File: config.mk
export PLATFORM = sky130hd
export DESIGN_NAME = ysyx_22041207_div_unit_flat
export DESIGN_NICKNAME = d
export VERILOG_FILES = /design/src/rtl/ysyx_22041207_div_unit_pkg.sv /design/src/rtl/ysyx_22041207_div_unit_if.sv /design/src/rtl/ysyx_22041207_div_unit_step.sv /design/src/rtl/ysyx_22041207_div_unit.sv /design/src/flat_wrapper.sv
export SDC_FILE = /design/constraint.sdc
export NUM_CORES = 1
export LEC_CHECK = 0
export CORE_MARGIN = 2
export CORE_UTILIZATION = 50
export CTS_BUF_LIST = sky130_fd_sc_hd__clkbuf_16
export DETAILED_ROUTE_END_ITERATION = 10
export PLACE_DENSITY = 0.73
export SLEW_MARGIN = 15
export SYNTH_ARGS = -nofsm -noshare
export SYNTH_HDL_FRONTEND = slang
export SYNTH_SLANG_ARGS = --single-unit
File: constraint.sdc
create_clock -name clk -period 12.1 [get_ports clk]
set_clock_uncertainty 0.2 [all_clocks]
set_input_delay 3.025 -clock clk [delete_from_list [all_inputs] [get_ports clk]]
set_output_delay 3.025 -clock clk [all_outputs]
set_load 0.01 [all_outputs]
File: src/rtl/ysyx_22041207_div_unit_pkg.sv
// Shared divider definitions: FSM encodings, op codes with their control
// mapping, iteration counts and the word sign-extension helper.
package ysyx_22041207_div_unit_pkg;

    localparam int         DIV_XLEN   = 64;
    localparam logic [6:0] DIV_ITER_D = 7'd64;
    localparam logic [6:0] DIV_ITER_W = 7'd32;

    typedef enum logic [1:0] {
        ST_IDLE = 2'd0,
        ST_CALC = 2'd1,
        ST_FIX  = 2'd2,
        ST_DONE = 2'd3
    } div_state_e;

    typedef enum logic [1:0] {
        OP_DIV  = 2'd0,
        OP_DIVU = 2'd1,
        OP_REM  = 2'd2,
        OP_REMU = 2'd3
    } div_op_e;

    typedef struct packed {
        logic is_signed;
        logic is_rem;
    } div_ctrl_t;

    function automatic div_ctrl_t div_op_ctrl(input div_op_e op);
        div_ctrl_t c;
        case (op)
            OP_DIV:  c = '{is_signed: 1'b1, is_rem: 1'b0};
            OP_DIVU: c = '{is_signed: 1'b0, is_rem: 1'b0};
            OP_REM:  c = '{is_signed: 1'b1, is_rem: 1'b1};
            OP_REMU: c = '{is_signed: 1'b0, is_rem: 1'b1};
            default: c = '{is_signed: 1'b0, is_rem: 1'b0};
        endcase
        return c;
    endfunction

    function automatic logic [63:0] sext_word(input logic [63:0] x);
        return {{32{x[31]}}, x[31:0]};
    endfunction

endpackage

File: src/rtl/ysyx_22041207_div_unit_if.sv
// Request/response bundle between the execute stage (master) and the divider (slave).
interface ysyx_22041207_div_unit_if #(parameter int XLEN = 64);
    logic            in_valid;
    logic            in_ready;
    logic [XLEN-1:0] dividend;
    logic [XLEN-1:0] divisor;
    logic            is_signed;
    logic            is_rem;
    logic            is_word;
    logic            out_valid;
    logic            out_ready;
    logic [XLEN-1:0] result;
    logic            busy;

    modport master (
        output in_valid, dividend, divisor, is_signed, is_rem, is_word, out_ready,
        input  in_ready, out_valid, result, busy
    );

    modport slave (
        input  in_valid, dividend, divisor, is_signed, is_rem, is_word, out_ready,
        output in_ready, out_valid, result, busy
    );
endinterface

File: src/rtl/ysyx_22041207_div_unit_step.sv
// One radix-2 restoring step on a 2*XLEN partial remainder (upper half holds
// the running remainder, lower half the dividend bits still to consume).
module ysyx_22041207_div_step #(
    parameter int XLEN = 64
) (
    input  logic [2*XLEN-1:0] i_pr,
    input  logic [XLEN-1:0]   i_div,
    output logic [2*XLEN-1:0] o_pr,
    output logic              o_q
);
    logic [XLEN:0]   w_trial;
    logic [XLEN-1:0] w_sub;

    // Shifted remainder can reach XLEN+1 bits; a set top bit already exceeds any divisor.
    assign w_trial = i_pr[2*XLEN-1:XLEN-1];
    assign w_sub   = w_trial[XLEN-1:0] - i_div;
    assign o_q     = w_trial[XLEN] | (w_trial[XLEN-1:0] >= i_div);
    assign o_pr    = o_q ? {w_sub, i_pr[XLEN-2:0], 1'b0} : {i_pr[2*XLEN-2:0], 1'b0};
endmodule

File: src/rtl/ysyx_22041207_div_unit.sv
// Multi-cycle restoring divider for DIV/DIVU/REM/REMU and W variants:
// operand prep and special cases at accept, one step per cycle, sign fixup.
module ysyx_22041207_div_unit
    import ysyx_22041207_div_unit_pkg::*;
#(
    parameter int XLEN = DIV_XLEN
) (
    input  logic                      clk,
    input  logic                      rst_n,
    input  logic                      flush,
    ysyx_22041207_div_unit_if.slave   bus
);
    div_state_e        r_state;
    logic [6:0]        r_cnt;
    logic [2*XLEN-1:0] r_pr;
    logic [XLEN-1:0]   r_div;
    logic              r_q_neg, r_r_neg, r_is_rem, r_is_word;
    logic              r_in_ready, r_out_valid, r_busy;
    logic [XLEN-1:0]   r_result;

    logic [XLEN-1:0]   w_a_ext, w_b_ext, w_a_abs, w_b_abs, w_min, w_special;
    logic              w_a_neg, w_b_neg, w_div_zero, w_ovf;
    logic [2*XLEN-1:0] w_pre, w_step_pr;
    logic              w_step_q;
    logic [XLEN-1:0]   w_q, w_r, w_q_fix, w_r_fix, w_sel, w_fix;

    // Word operands are reduced to 64-bit values first so one datapath serves both widths.
    assign w_a_ext = bus.is_word ? (bus.is_signed ? sext_word(bus.dividend) : {32'd0, bus.dividend[31:0]})
                                 : bus.dividend;
    assign w_b_ext = bus.is_word ? (bus.is_signed ? sext_word(bus.divisor) : {32'd0, bus.divisor[31:0]})
                                 : bus.divisor;
    assign w_a_neg = bus.is_signed & w_a_ext[XLEN-1];
    assign w_b_neg = bus.is_signed & w_b_ext[XLEN-1];
    assign w_a_abs = w_a_neg ? (~w_a_ext + 64'd1) : w_a_ext;
    assign w_b_abs = w_b_neg ? (~w_b_ext + 64'd1) : w_b_ext;

    assign w_min      = bus.is_word ? 64'hFFFF_FFFF_8000_0000 : 64'h8000_0000_0000_0000;
    assign w_div_zero = (w_b_ext == 64'd0);
    assign w_ovf      = bus.is_signed & (w_a_ext == w_min) & (&w_b_ext);
    assign w_special  = w_div_zero ? (bus.is_rem ? (bus.is_word ? sext_word(bus.dividend) : bus.dividend)
                                                 : {XLEN{1'b1}})
                                   : (bus.is_rem ? 64'd0 : w_a_ext);

    // Word dividends sit in the top of the lower half so 32 steps consume exactly them.
    assign w_pre = bus.is_word ? {64'd0, w_a_abs[31:0], 32'd0} : {64'd0, w_a_abs};

    ysyx_22041207_div_step #(.XLEN(XLEN)) u_step (
        .i_pr  (r_pr),
        .i_div (r_div),
        .o_pr  (w_step_pr),
        .o_q   (w_step_q)
    );

    assign w_q     = r_pr[XLEN-1:0];
    assign w_r     = r_pr[2*XLEN-1:XLEN];
    assign w_q_fix = r_q_neg ? (~w_q + 64'd1) : w_q;
    assign w_r_fix = r_r_neg ? (~w_r + 64'd1) : w_r;
    assign w_sel   = r_is_rem ? w_r_fix : w_q_fix;
    assign w_fix   = r_is_word ? sext_word(w_sel) : w_sel;

    // Control FSM with registered handshake outputs; reset beats flush beats everything else.
    always_ff @(posedge clk) begin
        if (!rst_n) begin
            r_state     <= ST_IDLE;
            r_cnt       <= 7'd0;
            r_pr        <= '0;
            r_div       <= '0;
            r_q_neg     <= 1'b0;
            r_r_neg     <= 1'b0;
            r_is_rem    <= 1'b0;
            r_is_word   <= 1'b0;
            r_in_ready  <= 1'b1;
            r_out_valid <= 1'b0;
            r_busy      <= 1'b0;
            r_result    <= '0;
        end else if (flush) begin
            r_state     <= ST_IDLE;
            r_cnt       <= 7'd0;
            r_in_ready  <= 1'b1;
            r_out_valid <= 1'b0;
            r_busy      <= 1'b0;
        end else begin
            case (r_state)
                ST_IDLE: begin
                    if (bus.in_valid && r_in_ready) begin
                        r_pr       <= w_pre;
                        r_div      <= w_b_abs;
                        r_q_neg    <= w_a_neg ^ w_b_neg;
                        r_r_neg    <= w_a_neg;
                        r_is_rem   <= bus.is_rem;
                        r_is_word  <= bus.is_word;
                        r_in_ready <= 1'b0;
                        r_busy     <= 1'b1;
                        if (w_div_zero || w_ovf) begin
                            r_result    <= w_special;
                            r_out_valid <= 1'b1;
                            r_state     <= ST_DONE;
                        end else begin
                            r_cnt   <= bus.is_word ? DIV_ITER_W : DIV_ITER_D;
                            r_state <= ST_CALC;
                        end
                    end
                end
                ST_CALC: begin
                    r_pr  <= {w_step_pr[2*XLEN-1:1], w_step_q};
                    r_cnt <= r_cnt - 7'd1;
                    if (r_cnt == 7'd1) begin
                        r_state <= ST_FIX;
                    end
                end
                ST_FIX: begin
                    r_result    <= w_fix;
                    r_out_valid <= 1'b1;
                    r_state     <= ST_DONE;
                end
                ST_DONE: begin
                    if (bus.out_ready) begin
                        r_out_valid <= 1'b0;
                        r_busy      <= 1'b0;
                        r_in_ready  <= 1'b1;
                        r_state     <= ST_IDLE;
                    end
                end
                default: begin
                    r_state     <= ST_IDLE;
                    r_in_ready  <= 1'b1;
                    r_out_valid <= 1'b0;
                    r_busy      <= 1'b0;
                end
            endcase
        end
    end

    assign bus.in_ready  = r_in_ready;
    assign bus.out_valid = r_out_valid;
    assign bus.result    = r_result;
    assign bus.busy      = r_busy;
endmodule

File: src/flat_wrapper.sv
// flat-port wrapper written by rule: the top's interface ports become plain ports
module ysyx_22041207_div_unit_flat import ysyx_22041207_div_unit_pkg::*;
#(
    parameter int XLEN = DIV_XLEN
)
  (clk, rst_n, flush, bus_in_valid, bus_dividend, bus_divisor, bus_is_signed, bus_is_rem, bus_is_word, bus_out_ready, bus_in_ready, bus_out_valid, bus_result, bus_busy);
  ysyx_22041207_div_unit_if #(.XLEN(XLEN)) bus_i ();
  input  logic clk;
  input  logic rst_n;
  input  logic flush;
  input wire logic [$bits(bus_i.in_valid)-1:0] bus_in_valid;
  input wire logic [$bits(bus_i.dividend)-1:0] bus_dividend;
  input wire logic [$bits(bus_i.divisor)-1:0] bus_divisor;
  input wire logic [$bits(bus_i.is_signed)-1:0] bus_is_signed;
  input wire logic [$bits(bus_i.is_rem)-1:0] bus_is_rem;
  input wire logic [$bits(bus_i.is_word)-1:0] bus_is_word;
  input wire logic [$bits(bus_i.out_ready)-1:0] bus_out_ready;
  output wire logic [$bits(bus_i.in_ready)-1:0] bus_in_ready;
  output wire logic [$bits(bus_i.out_valid)-1:0] bus_out_valid;
  output wire logic [$bits(bus_i.result)-1:0] bus_result;
  output wire logic [$bits(bus_i.busy)-1:0] bus_busy;
  assign bus_i.in_valid = bus_in_valid;
  assign bus_i.dividend = bus_dividend;
  assign bus_i.divisor = bus_divisor;
  assign bus_i.is_signed = bus_is_signed;
  assign bus_i.is_rem = bus_is_rem;
  assign bus_i.is_word = bus_is_word;
  assign bus_i.out_ready = bus_out_ready;
  assign bus_in_ready = bus_i.in_ready;
  assign bus_out_valid = bus_i.out_valid;
  assign bus_result = bus_i.result;
  assign bus_busy = bus_i.busy;
  ysyx_22041207_div_unit #(.XLEN(XLEN)) u_core (.clk(clk), .rst_n(rst_n), .flush(flush), .bus(bus_i));
endmodule
==> metrics.yaml, run 1 <==
run_status:
  status: "complete, no violations"
die:
  row_count: 79
  die_area_um2: 48300
  die_w_um: 220
  initial_core_util_pct: 50.3
  dieHeight_um: 220
  core_um2: 46300
  io-pin-count: 203
setup_path:
  crit_type: "input pin to flip-flop"
  r2r-start: "u_core.r_pr[63]"
  startpoint_type: "input pin"
  crit_family: "simple AND/OR/NAND/NOR gates"
  path_buf_inv: 3
  crit_path_frequent_cell: "buf_4"
  reg2reg_to: "u_core.r_pr[119]"
  path_max_fanout: 78
  reg2reg_depth: 14
  r2r_slack_ns: 7.06
  cpPeakStageDelay_ns: 0.63
  cp.required_ns: 12.41
  arrival_ns: 7.72
  worst_path_max_delay_cell: "buf_4"
  cp-end-kind: "flip-flop"
  path_cells: "clkdlybuf4s50_1, or4_1, nor4_1, and4_1, nand3_1, buf_4, o41a_1, o21ai_4, buf_4, nand2_1, a31oi_2, a22o_1"
clock_tree:
  cts_resized: 0
  cts_max_path_buffers: 3
  holdBufCountCts: 0
  root_buffer: "clkbuf_16"
  post_cts_buffers: 0
  tritoncts.num_buffers: 34
  clk-insertion-delay-late_ns: 0.58
  cts_tree: "done"
  cts_max_level: 2
  clk_pin_slew_worst_paths_ns: 0.06
  clock_sinks: 272
timing:
  fin_ws_ns: 4.69
  post-route-period-util_pct: 61.3
  rsz0062_at_grt: "no"
  slew_viol_final: 0
  post-route-min-period_ns: 7.41
  setup_viol: 0
  setup_tns_ns: 0
  worstMarginPinSlew_ns: 1.14
  hold_violations: 0
  hold_ws_ns: 0.254
  clock.fmax_mhz: 135
  relSlewSlack_pct: 23.8
place:
  gp_congestion: 1.06
  dp_cells: 3916
  portBuffers: 202
  placed_area_um2: 25400
  place_hpwl_mm: 69.2
  place_ws_ns: 4.25
grt:
  grt_start_max_net_pins: 108
  antenna_found_initial: 2
  groute.usage.overall_pct: 37.8
  grt_pass1_vias: 24280
  gr-total-overflow: 0
  grt_pass1_wl_mm: 142
synth:
  syn_area_um2: 23300
  synth-edff-count: 0
  synth_top_area_cell: "dfxtp_1"
  yosys_warnings: 0
  synth_most_common_cell: "nand2_1"
  seq_area_frac_synth_pct: 23.4
  post_synth_inst_count: 3310
  yosys-top-cells-area: "dfxtp_1 23%, a21oi_1 7.8%, nand2_1 6.4%"
  synth_flop_cell: "dfxtp_1"
  synth_fp_nets: 3522
  synth_top_area_share_pct: 23.4
  synth.avg_cell_area_um2: 7.04
  synth.distinct_cells: 86
  synthTopCellsByCount: "396 x nand2_1, 363 x a21oi_1, 313 x nor2_1, 272 x dfxtp_1, 271 x o21ai_0"
  async_flop_share_pct: 0
  ys_seq_elements: 272
power:
  swShare_pct: 34.4
  power.density_nw_per_um2: 101
  pwr-share-clk_pct: 38.7
  p_leak_nw: 9.85
  vdd.ir_drop.worst_mv: 0.0997
  combPwrFrac_pct: 25.0
  p_seq_share_pct: 36.3
  switching_power_w: 0.000918
  internal_power_w: 0.00175
final_layout:
  antennaDiodeCount: 0
  fin_cells: 3978
  drive_gt1_share_pct: 5.28
  fin_nets: 3557
  syn_to_final_growth_pct: 13.9
  nFillCells: 4467
  design_area_um2: 26500
min_path:
  hp-start: "u_core.r_div[57]"
  holdPathEnd: "u_core.r_div[57]"
  hp-class: "flip-flop to flip-flop"
  whs_path_depth: 2
routing:
  drt-pass1-iter-count: 9
  vias: 26640
  first_iter_violations: 3741
  ant_nets: 0
  viasPerCell: 6.70
  wirelength_mm: 94.2
  drc_errors: 0
  wl_per_cell_um: 23.7
flow_run:
  drv_cap: 0
==> registers in the layout, indices dropped and copies added, names as in the netlist <==
register              cells
u_core.bus.busy           1
u_core.bus.in_ready       1
u_core.bus.out_valid      1
u_core.bus.result        64
u_core.r_cnt              7
u_core.r_div             64
u_core.r_is_rem           1
u_core.r_is_word          1
u_core.r_pr             128
u_core.r_q_neg            1
u_core.r_r_neg            1
u_core.r_state            2
==> worst min-delay path: cells and delay by family, from the launching register on <==
kind             cells  cell delay (ns)
AO/OA/AOI/OAI        1             0.05
AND/OR/NAND/NOR      1             0.05
flip-flops           1             0.31
==> per-stage QoR <==
stage               total power (W)  util [%]
floorplan                   0.00140         -
global placement            0.00162      54.9
detailed placement          0.00163      55.0
CTS                         0.00265      57.3
global route                0.00276      57.3
finish                      0.00267      57.3
==> power groups by stage <==
stage,logic (W),registers (W),clock network (W)
after floorplan,0.000428,0.000970,0
final,0.000668,0.000968,0.00103
after detailed placement,0.000641,0.000985,0
after CTS,0.000646,0.000966,0.00104
after global placement,0.000634,0.000983,0
after global routing,0.000720,0.000970,0.00107
==> layout by cell type (no fill, tap or decap), types with 17 or more instances in the layout <==
cell	Yosys	routed
xnor2_1	168	168
maj3_1	19	19
a22oi_1	39	39
or4_1	30	30
a211oi_1	74	74
a21o_1	29	28
or3_1	43	43
o22ai_1	27	27
xor2_1	127	127
o211ai_1	49	49
dfxtp_1	272	270
a21oi_1	363	361
o31ai_1	62	61
inv_1	117	118
nand4_1	45	45
buf_4	1	33
a31oi_1	30	30
o41ai_1	29	29
nand2_1	396	395
clkdlybuf4s50_1	0	199
clkbuf_16	0	34
o21ai_0	271	271
mux2_2	25	25
nand2b_1	21	21
nor2_1	313	312
a221oi_1	19	19
nand3_1	51	51
nor3_1	94	93
o21bai_1	17	17
nor4_1	36	35
ha_1	75	73
or2_2	24	24
==> cell families (layout without fill, tap and decap cells) <==
group / count (synthesis) / in the layout / share of synthesized area (%)
xor+xnor: 295 / 295 / 11.1
flops: 272 / 272 / 23.4
compound gates: 1142 / 1142 / 30.9
fa+ha+maj: 95 / 95 / 4.93
simple gates: 1120 / 1120 / 22.2
mux: 33 / 33 / 1.55
buf+inv: 353 / 414 / 5.87
==> layout make-up <==
cell class / instances / area (um^2) / area share, %
multi-input cells: 2685 / 16500 / 62.3
flip-flops and latches: 272 / 5450 / 20.5
clock buffers: 34 / 851 / 3.21
repair buffers: 234 / 2250 / 8.48
well taps: 607 / 759 / 2.86
inverters: 118 / 445 / 1.68
clock inverters: 28 / 236 / 0.892
==> metal layers <==
metal	vias up	GRT usage, %	part of all wire (%)
met5	-	0	0.012
met4	2	16.0	4.7
met3	304	6.40	10
met2	1684	58.8	44
met1	12557	51.5	42
li1	12093	-	-
==> worst max-delay path by stage <==
stage,endpoint,depth (start not counted),from,slack [ns]
2_1_floorplan,u_core.bus.result[44],9,bus_dividend[13],6.02
3_3_place_gp,u_core.bus.result[39],9,bus_dividend[27],4.30
3_5_place_dp,u_core.bus.result[52],12,bus_divisor[22],4.25
4_1_cts,u_core.bus.result[36],12,bus_divisor[22],4.84
5_1_grt,u_core.bus.result[39],12,bus_divisor[22],4.46
6_report,u_core.bus.result[36],12,bus_divisor[22],4.69
(Power assumes the default switching activity.)
==> run 2, diff against run 1 <==
==> constraint.sdc (replaced) <==
create_clock -name clk -period 7.2 [get_ports clk]
set_clock_uncertainty 0.2 [all_clocks]
set_input_delay 1.8 -clock clk [delete_from_list [all_inputs] [get_ports clk]]
set_output_delay 1.8 -clock clk [all_outputs]
set_load 0.01 [all_outputs]
==> metrics.yaml, run 2 (synthesis gave the netlist of run 1 again) <==
run_status:
  status: "complete, no violations"
clock_tree:
  cts_resized: 0
  post_cts_buffers: 0
  cts_tree: "done"
  holdBufCountCts: 0
  cts_max_level: 2
  cts_max_path_buffers: 3
  clock_sinks: 272
  clk_pin_slew_worst_paths_ns: 0.06
  clk-insertion-delay-late_ns: 0.58
  root_buffer: "clkbuf_16"
  tritoncts.num_buffers: 35
routing:
  first_iter_violations: 3289
  drc_errors: 0
  vias: 26436
  wirelength_mm: 95.0
  wl_per_cell_um: 23.8
  drt-pass1-iter-count: 6
  viasPerCell: 6.63
  ant_nets: 0
setup_path:
  reg2reg_to: "u_core.r_pr[119]"
  startpoint: "bus_divisor[20]"
  path_max_fanout: 42
  crit_type: "input pin to flip-flop"
  reg2reg_depth: 14
  cp-end-kind: "flip-flop"
  crit_path_end: "u_core.bus.result[27]"
  startpoint_type: "input pin"
  arrival_ns: 6.01
  r2r-start: "u_core.r_pr[63]"
  r2r_slack_ns: 2.23
  cp.required_ns: 7.51
power:
  p_leak_nw: 9.89
  vdd.ir_drop.worst_mv: 0.164
  power.density_nw_per_um2: 167
die:
  io-pin-count: 203
  die_w_um: 220
  initial_core_util_pct: 50.3
  die_area_um2: 48300
  core_um2: 46300
  row_count: 79
  dieHeight_um: 220
final_layout:
  layout_commonest_cell: "nand2_1"
  final_cell_mix: "396 x nand2_1, 361 x a21oi_1, 312 x nor2_1"
  largest-register: "u_core.r_pr"
  drive_gt1_share_pct: 5.27
  largest_reg_flops: 128
  design_area_um2: 26600
  fin_cells: 3987
  antennaDiodeCount: 0
  syn_to_final_growth_pct: 14.0
  fin_nets: 3566
place:
  place_hpwl_mm: 71.1
  gp_congestion: 0.998
  dp_cells: 3924
  placed_area_um2: 25500
  portBuffers: 202
grt:
  gr-total-overflow: 0
  antenna_found_initial: 1
  grt_pass1_vias: 24119
  groute.usage.overall_pct: 38.0
  grt_pass1_wl_mm: 142
  grt_start_max_net_pins: 98
timing:
  relSlewSlack_pct: 17.1
  post-route-min-period_ns: 5.71
  post-route-period-util_pct: 79.2
  worstMarginPinSlew_ns: 1.23
  rsz0062_at_grt: "no"
  hold_ws_ns: 0.249
  hold_violations: 0
  slew_viol_final: 0
  setup_viol: 0
  clock.fmax_mhz: 175
  setup_tns_ns: 0
min_path:
  hp-class: "flip-flop to flip-flop"
flow_run:
  drv_cap: 0
## run 2: changes by cell type in the layout (fill, tap and decap cells not counted), sizes merged
cell,before,now
clkinvlp,5,1
clkinv,16,17
clkbuf,34,35
inv,122,127
buf,35,43
bufinv,3,1
## run 2: area by class of cell
| type | count | area (um^2) |
|---|---|---|
| fill | 4510 | 19700 |
| multi-input combinational | 2685 | 16500 |
| sequential | 272 | 5450 |
| timing repair buffer | 242 | 2330 |
| clock buffer | 35 | 876 |
| tap | 607 | 759 |
| inverter | 118 | 445 |
| clock inverter | 28 | 163 |
## run 2: worst max-delay path: stages
cell,delay (ns)
clkdlybuf4s50_1,0.56
or4_1,0.56
nor4_1,0.64
and4_1,0.47
and3_2,0.93
nand2_1,0.11
a211oi_1,0.57
a21oi_1,0.11
a21oi_1,0.18
## run 2: layer usage
| layer | share of wire [%] | routed length [um] | global-route usage, % |
|---|---|---|---|
| met3 | 9.3 | 8810 | 5.87 |
| met2 | 44 | 41800 | 59.3 |
| met1 | 42 | 40000 | 51.6 |
| met4 | 4.7 | 4470 | 17.0 |
| met5 | 0.014 | 13 | 0 |
## run 2: worst min path at each step
stage	cells after the start	slack, ns	to	from
floorplan	2	0.23	u_core.r_div[32]	u_core.r_div[32]
global placement	2	0.24	u_core.r_div[13]	u_core.r_div[13]
detailed placement	2	0.24	u_core.r_div[55]	u_core.r_div[55]
CTS	2	0.25	u_core.r_div[55]	u_core.r_div[55]
global route	2	0.28	u_core.r_div[46]	u_core.r_div[46]
finish	2	0.25	u_core.r_div[55]	u_core.r_div[55]
## run 2: where the power goes
group	internal (W)	total [W]	leakage (nW)	switching, W
logic	0.000403	0.00113	7.15	0.000729
clock network	0.000922	0.00167	0.538	0.000751
registers	0.00156	0.00163	2.21	0.0000676
total	0.00289	0.00443	9.89	0.00155
## run 2: metrics by stage
stage / util, % / setup WS [ns] / total power [W]
finish: 57.4 / 1.49 / 0.00443
floorplan: - / 2.34 / 0.00235
detailed placement: 55.2 / 1.08 / 0.00275
global placement: 55.1 / 1.17 / 0.00274
CTS: 57.4 / 1.67 / 0.00440
global route: 57.4 / 1.43 / 0.00458
